$ cat config.mk
export PLATFORM = sky130hd
export DESIGN_NAME = ux607_sram_icb_bank_ctrl
export DESIGN_NICKNAME = d
export VERILOG_FILES = /design/src/rtl/ux607_sram_icb_bank_ctrl.sv
export SDC_FILE = /design/constraint.sdc
export NUM_CORES = 1
export LEC_CHECK = 0
export BUFFER_PORTS_ARGS = -buffer_cell sky130_fd_sc_hd__buf_2
export CORE_ASPECT_RATIO = 1.1
export CORE_MARGIN = 2
export CORE_UTILIZATION = 35
export CTS_CLUSTER_SIZE = 14
export DETAILED_ROUTE_END_ITERATION = 10
export PLACE_DENSITY_LB_ADDON = 0.15
export SYNTH_ARGS = -nofsm -noshare
export SYNTH_HDL_FRONTEND = slang
export SYNTH_SLANG_ARGS = --single-unit
export TNS_END_PERCENT = 5
$ cat constraint.sdc
create_clock -name clk -period 3.6 [get_ports clk]
set_input_delay 0.72 -clock clk [delete_from_list [all_inputs] [get_ports clk]]
set_output_delay 0.72 -clock clk [all_outputs]
set_load 0.02 [all_outputs]
$ cat src/rtl/ux607_sram_icb_bank_ctrl.sv
// ux607_sram_icb_bank_ctrl
// ICB slave front-end for NBANK word-interleaved single-port SRAM banks.
// Commands are steered to one bank by the low word-address bits; responses
// return strictly in command order through a response FIFO of depth OUTS.
// Optional macro UX607_SRAM_BANK_OUTREG_EN: banks have registered outputs,
// so read data is sampled one cycle later (extra pipeline stage).
// Assumes AW_LSB >= 1.
module ux607_sram_icb_bank_ctrl #(
    parameter int unsigned NBANK  = 2,
    parameter int unsigned DW     = 32,
    parameter int unsigned MW     = 4,
    parameter int unsigned AW     = 32,
    parameter int unsigned AW_LSB = 2,
    parameter int unsigned USR_W  = 3,
    parameter int unsigned OUTS   = 2,
    localparam int unsigned BW    = (NBANK > 1) ? $clog2(NBANK) : 0,
    localparam int unsigned RAW   = AW - AW_LSB - BW
) (
    input  logic                  clk,
    input  logic                  rst,
    input  logic                  stall_cmd,
    input  logic                  i_icb_cmd_valid,
    output logic                  i_icb_cmd_ready,
    input  logic                  i_icb_cmd_read,
    input  logic [AW-1:0]         i_icb_cmd_addr,
    input  logic [DW-1:0]         i_icb_cmd_wdata,
    input  logic [MW-1:0]         i_icb_cmd_wmask,
    input  logic [USR_W-1:0]      i_icb_cmd_usr,
    output logic                  i_icb_rsp_valid,
    input  logic                  i_icb_rsp_ready,
    output logic [DW-1:0]         i_icb_rsp_rdata,
    output logic [USR_W-1:0]      i_icb_rsp_usr,
    output logic [NBANK-1:0]      ram_cs,
    output logic [RAW-1:0]        ram_addr,
    output logic [NBANK*MW-1:0]   ram_wem,
    output logic [DW-1:0]         ram_din,
    input  logic [NBANK*DW-1:0]   ram_dout,
    output logic                  sram_ctrl_active
);

    localparam int unsigned BSW = (BW > 0) ? BW : 1;
    localparam int unsigned CW  = $clog2(OUTS + 1);
    localparam int unsigned PW  = (OUTS > 1) ? $clog2(OUTS) : 1;
    localparam logic [CW-1:0] OUTS_C = CW'(OUTS);
    localparam logic [PW-1:0] LAST_P = PW'(OUTS - 1);

    logic              cmd_fire;
    logic              rsp_fire;
    logic [BSW-1:0]    cmd_bank;
    logic [CW-1:0]     cnt_q, cnt_d;

    // first pipeline stage: command attributes needed when data returns
    logic              s1_vld_q;
    logic [BSW-1:0]    s1_bank_q;
    logic              s1_read_q;
    logic [USR_W-1:0]  s1_usr_q;

    // capture stage feeding the response FIFO
    logic              cap_vld;
    logic [BSW-1:0]    cap_bank;
    logic              cap_read;
    logic [USR_W-1:0]  cap_usr;
    logic [DW-1:0]     cap_rdata;

    // response FIFO
    logic [DW-1:0]     fifo_rdata_q [OUTS];
    logic [USR_W-1:0]  fifo_usr_q   [OUTS];
    logic [PW-1:0]     wptr_q, wptr_d;
    logic [PW-1:0]     rptr_q, rptr_d;
    logic [CW-1:0]     fcnt_q, fcnt_d;

    logic              unused_addr_lsb;

    generate
        if (BW > 0) begin : g_bank
            assign cmd_bank = i_icb_cmd_addr[AW_LSB+BW-1:AW_LSB];
        end else begin : g_nobank
            assign cmd_bank = '0;
        end
    endgenerate

    assign unused_addr_lsb = ^i_icb_cmd_addr[AW_LSB-1:0];

    assign ram_addr        = i_icb_cmd_addr[AW-1:AW_LSB+BW];
    assign ram_din         = i_icb_cmd_wdata;
    assign i_icb_cmd_ready = ~stall_cmd & (cnt_q < OUTS_C);
    assign cmd_fire        = i_icb_cmd_valid & i_icb_cmd_ready;
    assign rsp_fire        = i_icb_rsp_valid & i_icb_rsp_ready;

    assign sram_ctrl_active = i_icb_cmd_valid | (cnt_q != '0);

    // chip select and write mask are asserted only for the addressed bank in the fire cycle
    always_comb begin
        ram_cs  = '0;
        ram_wem = '0;
        for (int unsigned i = 0; i < NBANK; i++) begin
            if (cmd_fire && (cmd_bank == BSW'(i))) begin
                ram_cs[i] = 1'b1;
                if (!i_icb_cmd_read) begin
                    ram_wem[i*MW +: MW] = i_icb_cmd_wmask;
                end
            end
        end
    end

    // outstanding-command counter next state
    always_comb begin
        cnt_d = cnt_q;
        case ({cmd_fire, rsp_fire})
            2'b10:   cnt_d = cnt_q + 1'b1;
            2'b01:   cnt_d = cnt_q - 1'b1;
            default: cnt_d = cnt_q;
        endcase
    end

    // outstanding-command counter register
    always_ff @(posedge clk or posedge rst) begin
        if (rst) begin
            cnt_q <= '0;
        end else begin
            cnt_q <= cnt_d;
        end
    end

    // stage 1: remember bank, direction and tag of the command that fired
    always_ff @(posedge clk or posedge rst) begin
        if (rst) begin
            s1_vld_q  <= 1'b0;
            s1_bank_q <= '0;
            s1_read_q <= 1'b0;
            s1_usr_q  <= '0;
        end else begin
            s1_vld_q  <= cmd_fire;
            s1_bank_q <= cmd_bank;
            s1_read_q <= i_icb_cmd_read;
            s1_usr_q  <= i_icb_cmd_usr;
        end
    end

`ifdef UX607_SRAM_BANK_OUTREG_EN
    logic              s2_vld_q;
    logic [BSW-1:0]    s2_bank_q;
    logic              s2_read_q;
    logic [USR_W-1:0]  s2_usr_q;

    // stage 2: extra delay matching the bank output register
    always_ff @(posedge clk or posedge rst) begin
        if (rst) begin
            s2_vld_q  <= 1'b0;
            s2_bank_q <= '0;
            s2_read_q <= 1'b0;
            s2_usr_q  <= '0;
        end else begin
            s2_vld_q  <= s1_vld_q;
            s2_bank_q <= s1_bank_q;
            s2_read_q <= s1_read_q;
            s2_usr_q  <= s1_usr_q;
        end
    end

    assign cap_vld  = s2_vld_q;
    assign cap_bank = s2_bank_q;
    assign cap_read = s2_read_q;
    assign cap_usr  = s2_usr_q;
`else
    assign cap_vld  = s1_vld_q;
    assign cap_bank = s1_bank_q;
    assign cap_read = s1_read_q;
    assign cap_usr  = s1_usr_q;
`endif

    // select read data of the registered bank; writes respond with zero data
    always_comb begin
        cap_rdata = '0;
        for (int unsigned i = 0; i < NBANK; i++) begin
            if (cap_read && (cap_bank == BSW'(i))) begin
                cap_rdata = ram_dout[i*DW +: DW];
            end
        end
    end

    // FIFO pointer and occupancy next state; push and pop may coincide
    always_comb begin
        wptr_d = wptr_q;
        rptr_d = rptr_q;
        fcnt_d = fcnt_q;
        if (cap_vld) begin
            wptr_d = (wptr_q == LAST_P) ? '0 : wptr_q + 1'b1;
        end
        if (rsp_fire) begin
            rptr_d = (rptr_q == LAST_P) ? '0 : rptr_q + 1'b1;
        end
        case ({cap_vld, rsp_fire})
            2'b10:   fcnt_d = fcnt_q + 1'b1;
            2'b01:   fcnt_d = fcnt_q - 1'b1;
            default: fcnt_d = fcnt_q;
        endcase
    end

    // FIFO pointers, occupancy and entry storage
    always_ff @(posedge clk or posedge rst) begin
        if (rst) begin
            wptr_q <= '0;
            rptr_q <= '0;
            fcnt_q <= '0;
            for (int unsigned i = 0; i < OUTS; i++) begin
                fifo_rdata_q[i] <= '0;
                fifo_usr_q[i]   <= '0;
            end
        end else begin
            wptr_q <= wptr_d;
            rptr_q <= rptr_d;
            fcnt_q <= fcnt_d;
            if (cap_vld) begin
                fifo_rdata_q[wptr_q] <= cap_rdata;
                fifo_usr_q[wptr_q]   <= cap_usr;
            end
        end
    end

    assign i_icb_rsp_valid = (fcnt_q != '0);
    assign i_icb_rsp_rdata = fifo_rdata_q[rptr_q];
    assign i_icb_rsp_usr   = fifo_usr_q[rptr_q];

endmodule

==> impl_metrics.env <==
export IMPL_synthesis_yosys_warnings=0
export IMPL_dpl_instance_area_um2=4500
export IMPL_finalHoldViolations=0
export IMPL_placementRows=42
export IMPL_final_setup_tns_ns=0
export IMPL_diodes=0
export IMPL_placed_cells_incl_taps=606
export IMPL_drv_max_cap_violation_count=0
export IMPL_rsz0062_at_grt="no"
export IMPL_viasPerCell=4.76
export IMPL_fin_skew_ns=0.00509
export IMPL_antenna_found_initial=0
export IMPL_synth_fp_nets=548
export IMPL_drt_antenna_violating_nets=0
export IMPL_route_top_layer_used="met4"
export IMPL_synth_sequential_area_ratio=0.485
export IMPL_num_io_pins=250
export IMPL_drive_gt1_frac=0.410
export IMPL_worstPathMaxFanout=36
export IMPL_cts_buffers_inserted=9
export IMPL_layout_min_cycle_time_ns=2.64
export IMPL_grt_first_pass_wirelength_mm=15.6
export IMPL_place_congestion=0.700
export IMPL_final_count_of_pins_violating_max_slew=0
export IMPL_cts_repair_resize_count=0
export IMPL_clockBufferDepth=2
export IMPL_hp_class="in -> async"
export IMPL_final_cell_mix="125 x buf_2, 80 x dfrtp_1, 65 x nand2_1, 62 x o21ai_0, 41 x mux2_2"
export IMPL_synth_area_um2=4230
export IMPL_synth_edff_count=0
export IMPL_routed_wl_met3_um=572
export IMPL_clkSlewWorstSetupHoldPaths_ns=0.06
export IMPL_critPathBufInv=1
export IMPL_number_of_global_route_vias_before_repair=3106
export IMPL_critical_path_max_stage_delay_ns=1.00
export IMPL_layoutNonFillerInstCount=622
export IMPL_postRouteWirelength_mm=9.25
export IMPL_max_slew_margin=0.350
export IMPL_run_status="finished clean"
export IMPL_clockRootBuffer="clkbuf_16"
export IMPL_finish_utilization=0.404
export IMPL_setup_ws_ns=0.956
export IMPL_cts_tree="done"
export IMPL_syn_inst=405
export IMPL_die_height_um=119
export IMPL_postSynth_asyncResetShare=1.00
export IMPL_wire_per_inst_um=14.9
export IMPL_cpLargestDelayFamily="flip-flops"
export IMPL_number_of_drc_markers_after_the_initial_detailed_route_iteration=90
export IMPL_stdcell_area_um2=4820
export IMPL_die_width_um=109
export IMPL_total_power_mw=4.18
export IMPL_met2_length_mm=4.46
export IMPL_type_of_the_worst_setup_path="reg -> out"
export IMPL_vdd_ir_drop_worst_mv=0.291
export IMPL_power_density_cell_area_nw_per_um2=868
export IMPL_grt_max_degree=37
export IMPL_finish_net_count=606
export IMPL_worstPathArrival_ns=1.92
export IMPL_grt_ovfl_total=0
export IMPL_power_static_leakage_nw=2.48
export IMPL_clock_tree_htree_level_count=3
export IMPL_grt_use_total=0.155
export IMPL_critical_path_endpoint_type="primary output"
export IMPL_dpl_worst_slack_ns=1.26
export IMPL_synth_seq_cells=82
export IMPL_synthToLayoutAreaGrowth_pct=13.9
export IMPL_slowest_stage="dfrtp_2"
export IMPL_crit_required_ns=2.88
export IMPL_cts_hold_fix_buffers=0
export IMPL_synth_distinct_cells=23
export IMPL_cts_post_setup_buffers_inserted=0
export IMPL_m1WireLength_mm=4.03
export IMPL_crit_path_cell_trace="mux2_2 -> buf_2"
export IMPL_core_area_um2=11900
export IMPL_die_area_um2=13000
export IMPL_dp_final_hpwl_mm=6.02
export IMPL_post_route_period_util=0.735
export IMPL_port_buffers=125
export IMPL_ys_flop_type="dfrtp_1"
export IMPL_setup_violations=0
export IMPL_fmax_ghz=0.378
export IMPL_postSynthAreaPerCell_um2=10.4
export IMPL_startpoint_type="register"
export IMPL_initial_standard_cell_utilization_of_the_core=0.354
export IMPL_first_pass_iters=4
export IMPL_insertion_delay_ns=0.33
export IMPL_drc_errors=0
export IMPL_clock_sinks=82
export IMPL_via_count=2962
export IMPL_hold_slack_final_ns=0.421
export IMPL_final_common_cell="buf_2"
export IMPL_tightest_slew_ns=0.975
## routing by layer
layer	global-route usage	vias to the layer above
met4	0.0625	0
met3	0.0345	31
met2	0.250	105
met5	0	-
li1	-	1406
met1	0.202	1420
## path summary, 6_finish.rpt
check	startpoint	to	slack (ns)	depth (start not counted)
max	rptr_q$_DFFE_PP0P_	i_icb_rsp_rdata[5]	0.96	2
min	rst	fifo_rdata_q[42]$_DFFE_PP0P_	0.42	2
max reg2reg	wptr_q$_DFFE_PP0P_	fifo_usr_q[4]$_DFFE_PP0P_	1.93	2
min reg2reg	fcnt_q[1]$_DFFE_PP0P_	fcnt_q[1]$_DFFE_PP0P_	0.46	1
max in group asynchronous	rst	rptr_q$_DFFE_PP0P_	2.35	3
min in group clk	fcnt_q[1]$_DFFE_PP0P_	fcnt_q[1]$_DFFE_PP0P_	0.46	1
## worst reg2reg max path, stage by stage, from the launching register on
cell	delay, ns
dfrtp_1	0.42
nand2b_2	0.72
mux2_2	0.42
## logic make-up after synthesis
| family | synth area share |
|---|---|
| XOR/XNOR | 0.0166 |
| adder cells (fa/ha/maj) | 0.00592 |
| multiplexers | 0.185 |
| buffers and inverters | 0.143 |
| AO/OA/AOI/OAI | 0.0758 |
| AND/OR/NAND/NOR | 0.0882 |
| flip-flops | 0.485 |
## synthesized netlist by cell type, types with 2 or more instances
library cell / count / area, µm²
dfrtp_1: 82 / 2050
mux2_2: 41 / 462
mux2i_1: 32 / 320
xor2_1: 4 / 35.0
nand2b_1: 6 / 37.5
inv_1: 5 / 18.8
xnor2_1: 4 / 35.0
clkbuf_2: 6 / 30.0
o21ai_0: 62 / 310
buf_4: 68 / 510
nor2_1: 11 / 41.3
ha_1: 2 / 25.0
nand2_1: 65 / 244
o21ai_1: 2 / 10.0
buf_2: 7 / 35.0
## registers in the layout, indices dropped and copies added (netlist names)
name          count
rptr_q            1
fifo_usr_q        6
fifo_rdata_q     64
cap_usr           3
cap_read          1
cap_vld           1
wptr_q            1
cnt_q             2
cap_bank          1
fcnt_q            2
## layout make-up
cell class              count  area [µm²]
clock buffers              11         243
well taps                 154         193
fillers                  1190        7110
inverters                   5        20.0
clock inverters             5        77.6
flip-flops and latches     82        2050
multi-input cells         236        1570
repair buffers            129         656
## power breakdown
part	switching, mW	internal [mW]	leakage (nW)	total (mW)
registers	0.312	1.35	1.05	1.66
logic	0.849	0.700	1.27	1.55
clock network	0.348	0.624	0.156	0.972
Note: power is estimated with default switching activity, not from simulation.
